`src/rtl/loss_grad_if.sv`:
```
// Handshake and vector bus between the loss stage and the loss-gradient unit.
interface loss_grad_if #(
    parameter int IL    = 4,
    parameter int FL    = 16,
    parameter int size  = 16,
    parameter int width = $clog2(size)
);
    localparam int W = IL + FL;

    logic                     model;
    logic [size-1:0][W-1:0]   yHat;
    logic [size-1:0][W-1:0]   y;
    logic [width-1:0]         num;
    logic [W-1:0]             inv_num;
    logic                     input_ready;
    logic                     output_taken;
    logic [1:0]               state;
    logic [size-1:0][W-1:0]   grad;

    modport master (
        output model, yHat, y, num, inv_num, input_ready, output_taken,
        input  state, grad
    );

    modport slave (
        input  model, yHat, y, num, inv_num, input_ready, output_taken,
        output state, grad
    );
endinterface

```
`src/rtl/loss_grad.sv`:
```
// Serial dL/dyHat for L1/L2 loss: one element per cycle through one shared
// signed multiplier, IDLE/BUSY/DONE handshake matching the forward loss block.
module loss_grad #(
    parameter int IL    = 4,
    parameter int FL    = 16,
    parameter int size  = 16,
    parameter int width = $clog2(size)
) (
    input  logic       clk,
    input  logic       reset,
    loss_grad_if.slave bus
);
    localparam int W  = IL + FL;
    localparam int PW = 2 * W + 2;
    localparam logic [width-1:0]     LAST   = width'(size - 1);
    localparam logic signed [PW-1:0] SAT_HI = {{(W + 3){1'b0}}, {(W - 1){1'b1}}};
    localparam logic signed [PW-1:0] SAT_LO = {{(W + 3){1'b1}}, {(W - 1){1'b0}}};
    // sgn(d) enters the multiplier as +/-1.0 so the common >>> FL rescale applies
    localparam logic signed [W+1:0]  ONE    = {{(IL + 1){1'b0}}, 1'b1, {FL{1'b0}}};

    typedef enum logic [1:0] {IDLE = 2'b00, BUSY = 2'b01, DONE = 2'b10} state_t;

    state_t                 cur, nxt;
    logic [size-1:0][W-1:0] yhat_q, y_q, grad_q;
    logic [width-1:0]       num_q, idx;
    logic [W-1:0]           inv_q;
    logic                   model_q;

    logic signed [W:0]      d;
    logic signed [W+1:0]    op_a;
    logic signed [PW-1:0]   prod, r;
    logic [W-1:0]           res;

    always_ff @(posedge clk) begin
        if (reset) cur <= IDLE;
        else       cur <= nxt;
    end

    always_comb begin
        nxt = cur;
        case (cur)
            IDLE:    if (bus.input_ready)  nxt = BUSY;
            BUSY:    if (idx == LAST)      nxt = DONE;
            DONE:    if (bus.output_taken) nxt = IDLE;
            default: nxt = IDLE;
        endcase
    end

    always_comb begin
        d = (W + 1)'($signed(yhat_q[idx])) - (W + 1)'($signed(y_q[idx]));
        if (model_q) begin
            if (d == '0)  op_a = '0;
            else if (d[W]) op_a = -ONE;
            else           op_a = ONE;
        end else begin
            op_a = $signed({d, 1'b0});
        end
        prod = PW'(op_a) * PW'($signed(inv_q));
        r    = prod >>> FL;
        if (r > SAT_HI)      res = SAT_HI[W-1:0];
        else if (r < SAT_LO) res = SAT_LO[W-1:0];
        else                 res = r[W-1:0];
        if (idx >= num_q) res = '0;
    end

    always_ff @(posedge clk) begin
        if (reset) begin
            yhat_q  <= '0;
            y_q     <= '0;
            num_q   <= '0;
            inv_q   <= '0;
            model_q <= 1'b0;
            idx     <= '0;
            grad_q  <= '0;
        end else begin
            case (cur)
                IDLE: if (bus.input_ready) begin
                    yhat_q  <= bus.yHat;
                    y_q     <= bus.y;
                    num_q   <= bus.num;
                    inv_q   <= bus.inv_num;
                    model_q <= bus.model;
                    idx     <= '0;
                end
                BUSY: begin
                    grad_q[idx] <= res;
                    idx         <= (idx == LAST) ? '0 : idx + 1'b1;
                end
                DONE: if (bus.output_taken) begin
                    yhat_q  <= '0;
                    y_q     <= '0;
                    num_q   <= '0;
                    inv_q   <= '0;
                    model_q <= 1'b0;
                    idx     <= '0;
                    grad_q  <= '0;
                end
                default: ;
            endcase
        end
    end

    assign bus.state = cur;
    assign bus.grad  = grad_q;
endmodule

```
`src/flat_wrapper.sv`:
```
// flat-port wrapper written by rule: the top's interface ports become plain ports
module loss_grad_flat 
#(
    parameter int IL    = 4,
    parameter int FL    = 16,
    parameter int size  = 16,
    parameter int width = $clog2(size)
)
  (clk, reset, bus_model, bus_yHat, bus_y, bus_num, bus_inv_num, bus_input_ready, bus_output_taken, bus_state, bus_grad);
  loss_grad_if #(.IL(IL), .FL(FL), .size(size), .width(width)) bus_i ();
  input  logic clk;
  input  logic reset;
  input wire logic [$bits(bus_i.model)-1:0] bus_model;
  input wire logic [$bits(bus_i.yHat)-1:0] bus_yHat;
  input wire logic [$bits(bus_i.y)-1:0] bus_y;
  input wire logic [$bits(bus_i.num)-1:0] bus_num;
  input wire logic [$bits(bus_i.inv_num)-1:0] bus_inv_num;
  input wire logic [$bits(bus_i.input_ready)-1:0] bus_input_ready;
  input wire logic [$bits(bus_i.output_taken)-1:0] bus_output_taken;
  output wire logic [$bits(bus_i.state)-1:0] bus_state;
  output wire logic [$bits(bus_i.grad)-1:0] bus_grad;
  assign bus_i.model = bus_model;
  assign bus_i.yHat = bus_yHat;
  assign bus_i.y = bus_y;
  assign bus_i.num = bus_num;
  assign bus_i.inv_num = bus_inv_num;
  assign bus_i.input_ready = bus_input_ready;
  assign bus_i.output_taken = bus_output_taken;
  assign bus_state = bus_i.state;
  assign bus_grad = bus_i.grad;
  loss_grad #(.IL(IL), .FL(FL), .size(size), .width(width)) u_core (.clk(clk), .reset(reset), .bus(bus_i));
endmodule
```
`config.mk`:
```
export PLATFORM = sky130hd
export DESIGN_NAME = loss_grad_flat
export DESIGN_NICKNAME = d
export VERILOG_FILES = /design/src/rtl/loss_grad_if.sv /design/src/rtl/loss_grad.sv /design/src/flat_wrapper.sv
export SDC_FILE = /design/constraint.sdc
export NUM_CORES = 2
export LEC_CHECK = 0
export ABC_CLOCK_PERIOD_IN_PS = 15700
export BUFFER_PORTS_ARGS = -buffer_cell sky130_fd_sc_hd__buf_2
export CAP_MARGIN = 20
export CORE_AREA = 2 2 381 383
export CTS_CLUSTER_DIAMETER = 150
export DETAILED_ROUTE_END_ITERATION = 7
export DIE_AREA = 0 0 383 385
export PLACE_DENSITY = 0.69
export SKIP_CTS_REPAIR_TIMING = 1
export SKIP_LAST_GASP = 1
export SLEW_MARGIN = 30
export SYNTH_ARGS = -nofsm -noshare
export SYNTH_HDL_FRONTEND = slang
export SYNTH_SLANG_ARGS = --single-unit
```
`constraint.sdc`:
```
create_clock -name clk -period 15.7 [get_ports clk]
set_input_delay 1.57 -clock clk [delete_from_list [all_inputs] [get_ports clk]]
set_output_delay 1.57 -clock clk [all_outputs]
set_load 0.005 [all_outputs]
```
==> flow_metrics.py <==
metrics = {
    "final_layout": {
        "syn2layout_area_growth_pct": 18.65,
        "fill_cells": 13530,
        "drive_above_1_share": 0.2430,
        "nets": 7743,
    },
    "global_routing": {
        "grt_overflow": 0,
        "grt_usage": 0.2863,
        "met3_usage": 0.07175,
        "antenna_found_initial": 130,
        "grt_busiest_layer": "met2",
        "gr-usage-met1": 0.3484,
        "grt_pass1_wl_mm": 314.9,
        "grtUsageMet2": 0.4555,
        "grt_pass1_vias": 47430,
        "grt_max_degree": 223,
    },
    "floorplanning": {
        "std_cell_rows": 139,
        "die_height_um": 385,
        "initial_core_util": 0.3927,
        "die-area_sq_um": 147500,
        "pin_count": 991,
        "core_area_sq_um": 143100,
        "die_w_um": 383,
    },
    "worst_setup_path": {
        "rrSetupSlack_ps": 1760,
        "cp.required_ps": 16250,
        "cpMostUsedCell": "fa_1",
        "crit_type": "reg -> reg",
        "reg2reg_depth": 36,
        "cp_max_fo": 31,
        "crit_slowest_cell": "o211ai_2",
        "crit-reg2reg-launch": "u_core.idx[0]",
        "crit_path_end": "u_core.bus.grad[66]",
        "startpoint": "u_core.idx[0]",
        "worstSetupEndpointType": "flop",
        "crit_path_start_kind": "flop",
        "critPathTopFamily": "adder cells",
        "path_buf_inv": 8,
        "regToRegEndpoint": "u_core.bus.grad[66]",
        "cp.depth": 36,
        "arrival_ps": 14490,
        "slowest_delay_ps": 760,
    },
    "sta": {
        "tightest_slew_ps": 1258,
        "slew_violations": 0,
        "finalCritPeriodShare": 0.8880,
        "relSlewSlack": 0.1610,
        "hold_viol": 0,
        "finClkSkew_ps": 91.06,
        "rsz0062_at_grt": "false",
        "period_minus_slack_ps": 13940,
        "finalSetupTns_ps": 0,
        "fmax_ghz": 0.07172,
        "finalSetupViolations": 0,
    },
    "routing": {
        "drtPass1Iterations": 6,
        "routed_via_density": 5.774,
        "vias": 49520,
        "remaining_drc_errors": 0,
        "wl_per_cell_um": 25.51,
        "postRouteAntennaNets": 0,
        "drt-initial-drc-count": 5193,
        "routed_wl_mm": 218.8,
    },
    "clock_network": {
        "clock_path_buffers": 3,
        "htree_levels": 3,
        "cts_tree": "done",
        "clkSinkCount": 991,
        "cts-root-buf": "clkbuf_16",
        "clk_pin_slew_ps": 60,
        "clk_latency_ps": 790,
        "cts_buffers": 103,
    },
    "synth": {
        "synthArstFlopShare": 0,
        "syn_inst": 5772,
        "synth_nets": 7013,
        "netlist-cell-type-count": 78,
        "synth-edff-count": 0,
        "ys_seq_area_frac": 0.3530,
        "ys_ff_latch": 991,
        "syn-cell-area_sq_um": 56210,
        "ys_warn_count": 0,
        "synthFlopType": "dfxtp_1",
        "synth.avg_cell_area_sq_um": 9.738,
    },
    "hold_path": {
        "hold_path_class": "reg -> reg",
    },
    "job": {
        "max_cap_viol_count": 0,
    },
    "placement": {
        "port_buffers": 990,
        "dp_hpwl_mm": 166.3,
        "routabilityCongestion": 0.9353,
    },
    "outcome": {
        "status": "finished, final reports clean",
    },
}
final cells by class:
| class | instances | area, sq um | share of cell area |
|---|---|---|---|
| Tap cell | 1903 | 2381 | 0.03570 |
| Clock buffer | 148 | 2947 | 0.04418 |
| Multi-Input combinational cell | 3755 | 32660 | 0.4897 |
| Timing Repair Buffer | 1094 | 5926 | 0.08885 |
| Antenna cell | 88 | 220.2 | 0.003302 |
| Sequential cell | 991 | 19850 | 0.2977 |
| Inverter | 557 | 2091 | 0.03135 |
| Clock inverter | 40 | 616.8 | 0.009249 |
registers in the layout (all words and copies together) (netlist names):
register          flops
u_core.bus.grad     320
u_core.bus.state      2
u_core.idx            4
u_core.inv_q         20
u_core.model_q        1
u_core.num_q          4
u_core.y_q          320
u_core.yhat_q       320
tightest hold or removal path, delay by kind of cell, from the launching register on:
family          cells  cell delay (ps)
compound gates      1               60
simple gates        1               50
flops               1              320
per-layer routing:
| layer | vias to the layer above | wire, um | share of wire |
|---|---|---|---|
| met2 | 2636 | 102500 | 0.47 |
| met4 | 60 | 14380 | 0.066 |
| li1 | 21520 | - | - |
| met1 | 24650 | 81820 | 0.37 |
| met3 | 651 | 19700 | 0.090 |
| met5 | - | 374 | 0.0017 |
cell usage after synthesis (43+ instances only):
master	n	area, sq um
a21oi_1	78	390.4
a22oi_1	667	5007
and2_1	80	500.5
clkbuf_1	386	1449
dfxtp_1	991	19840
fa_1	439	8788
ha_1	133	1664
inv_1	556	2087
mux4_2	200	4504
nand2_1	556	2087
nand3_1	50	250.2
nor2_1	757	2841
nor3_1	54	270.3
o211ai_1	275	2064
o211ai_2	43	538.0
o21ai_0	43	215.2
cells in the final DEF, fill, tap and decap left out, types with 8 or more instances in the layout:
| cell | n |
|---|---|
| nor3_1 | 54 |
| nand2_1 | 556 |
| clkinv_2 | 18 |
| bufinv_16 | 9 |
| nor2_1 | 751 |
| nand3_2 | 8 |
| inv_1 | 556 |
| a211oi_1 | 10 |
| o211a_1 | 16 |
| o311ai_1 | 9 |
| nand3_1 | 50 |
| ha_1 | 133 |
| nand2b_1 | 24 |
| clkbuf_8 | 20 |
| xnor2_1 | 20 |
| a21o_1 | 15 |
| a21oi_1 | 78 |
| a22oi_4 | 10 |
| buf_2 | 989 |
| dfxtp_1 | 985 |
| clkbuf_1 | 25 |
| a31oi_1 | 13 |
| and3_1 | 41 |
| clkbuf_16 | 103 |
| or3b_2 | 9 |
| o211ai_2 | 43 |
| a311oi_1 | 9 |
| nand3b_1 | 11 |
| diode_2 | 88 |
| o21ai_0 | 43 |
| mux4_2 | 200 |
| nand3_4 | 8 |
| buf_4 | 86 |
| o211ai_1 | 275 |
| fa_1 | 439 |
| and2_1 | 80 |
| nand4_1 | 21 |
| nor2b_1 | 23 |
| a22oi_1 | 667 |
logic make-up (layout without fill, tap and decap cells):
family,count (synthesis),in the layout,synth area share
AOI/OAI and AO/OA,1248,1248,0.1698
xor gates and xnor gates,47,47,0.007324
adders and majority gates,572,572,0.1860
buffers and inverters,1026,1839,0.07208
DFF,991,991,0.3530
muxes,207,207,0.08147
other,0,88,0
and+or+nand+nor,1681,1681,0.1304
stage by stage:
stage               area, sq um  utilization  setup slack (ps)  std cells  hold WS, ps
CTS                       66370       0.4637              1930       8485        467.7
global route              66630       0.4655              1019       8552        482.3
floorplan                 56210            -              3796       5772        460.7
finish                    66690       0.4660              1758       8576        463.6
global placement          62700       0.4381              2254       8292        443.4
detailed placement        62810       0.4388              1963       8297        449.1
worst min path at each step:
stage,startpoint,to,depth (start not counted)
floorplan,u_core.bus.grad[118],u_core.bus.grad[118],2
global placement,u_core.bus.grad[218],u_core.bus.grad[218],2
detailed placement,u_core.bus.grad[118],u_core.bus.grad[118],2
CTS,u_core.bus.grad[158],u_core.bus.grad[158],2
global route,u_core.bus.grad[197],u_core.bus.grad[197],2
finish,u_core.bus.grad[34],u_core.bus.grad[34],2
Power is left out: the tool's default activity adds up to more than one toggle a clock period on the data nets, which glitch-free logic cannot reach.
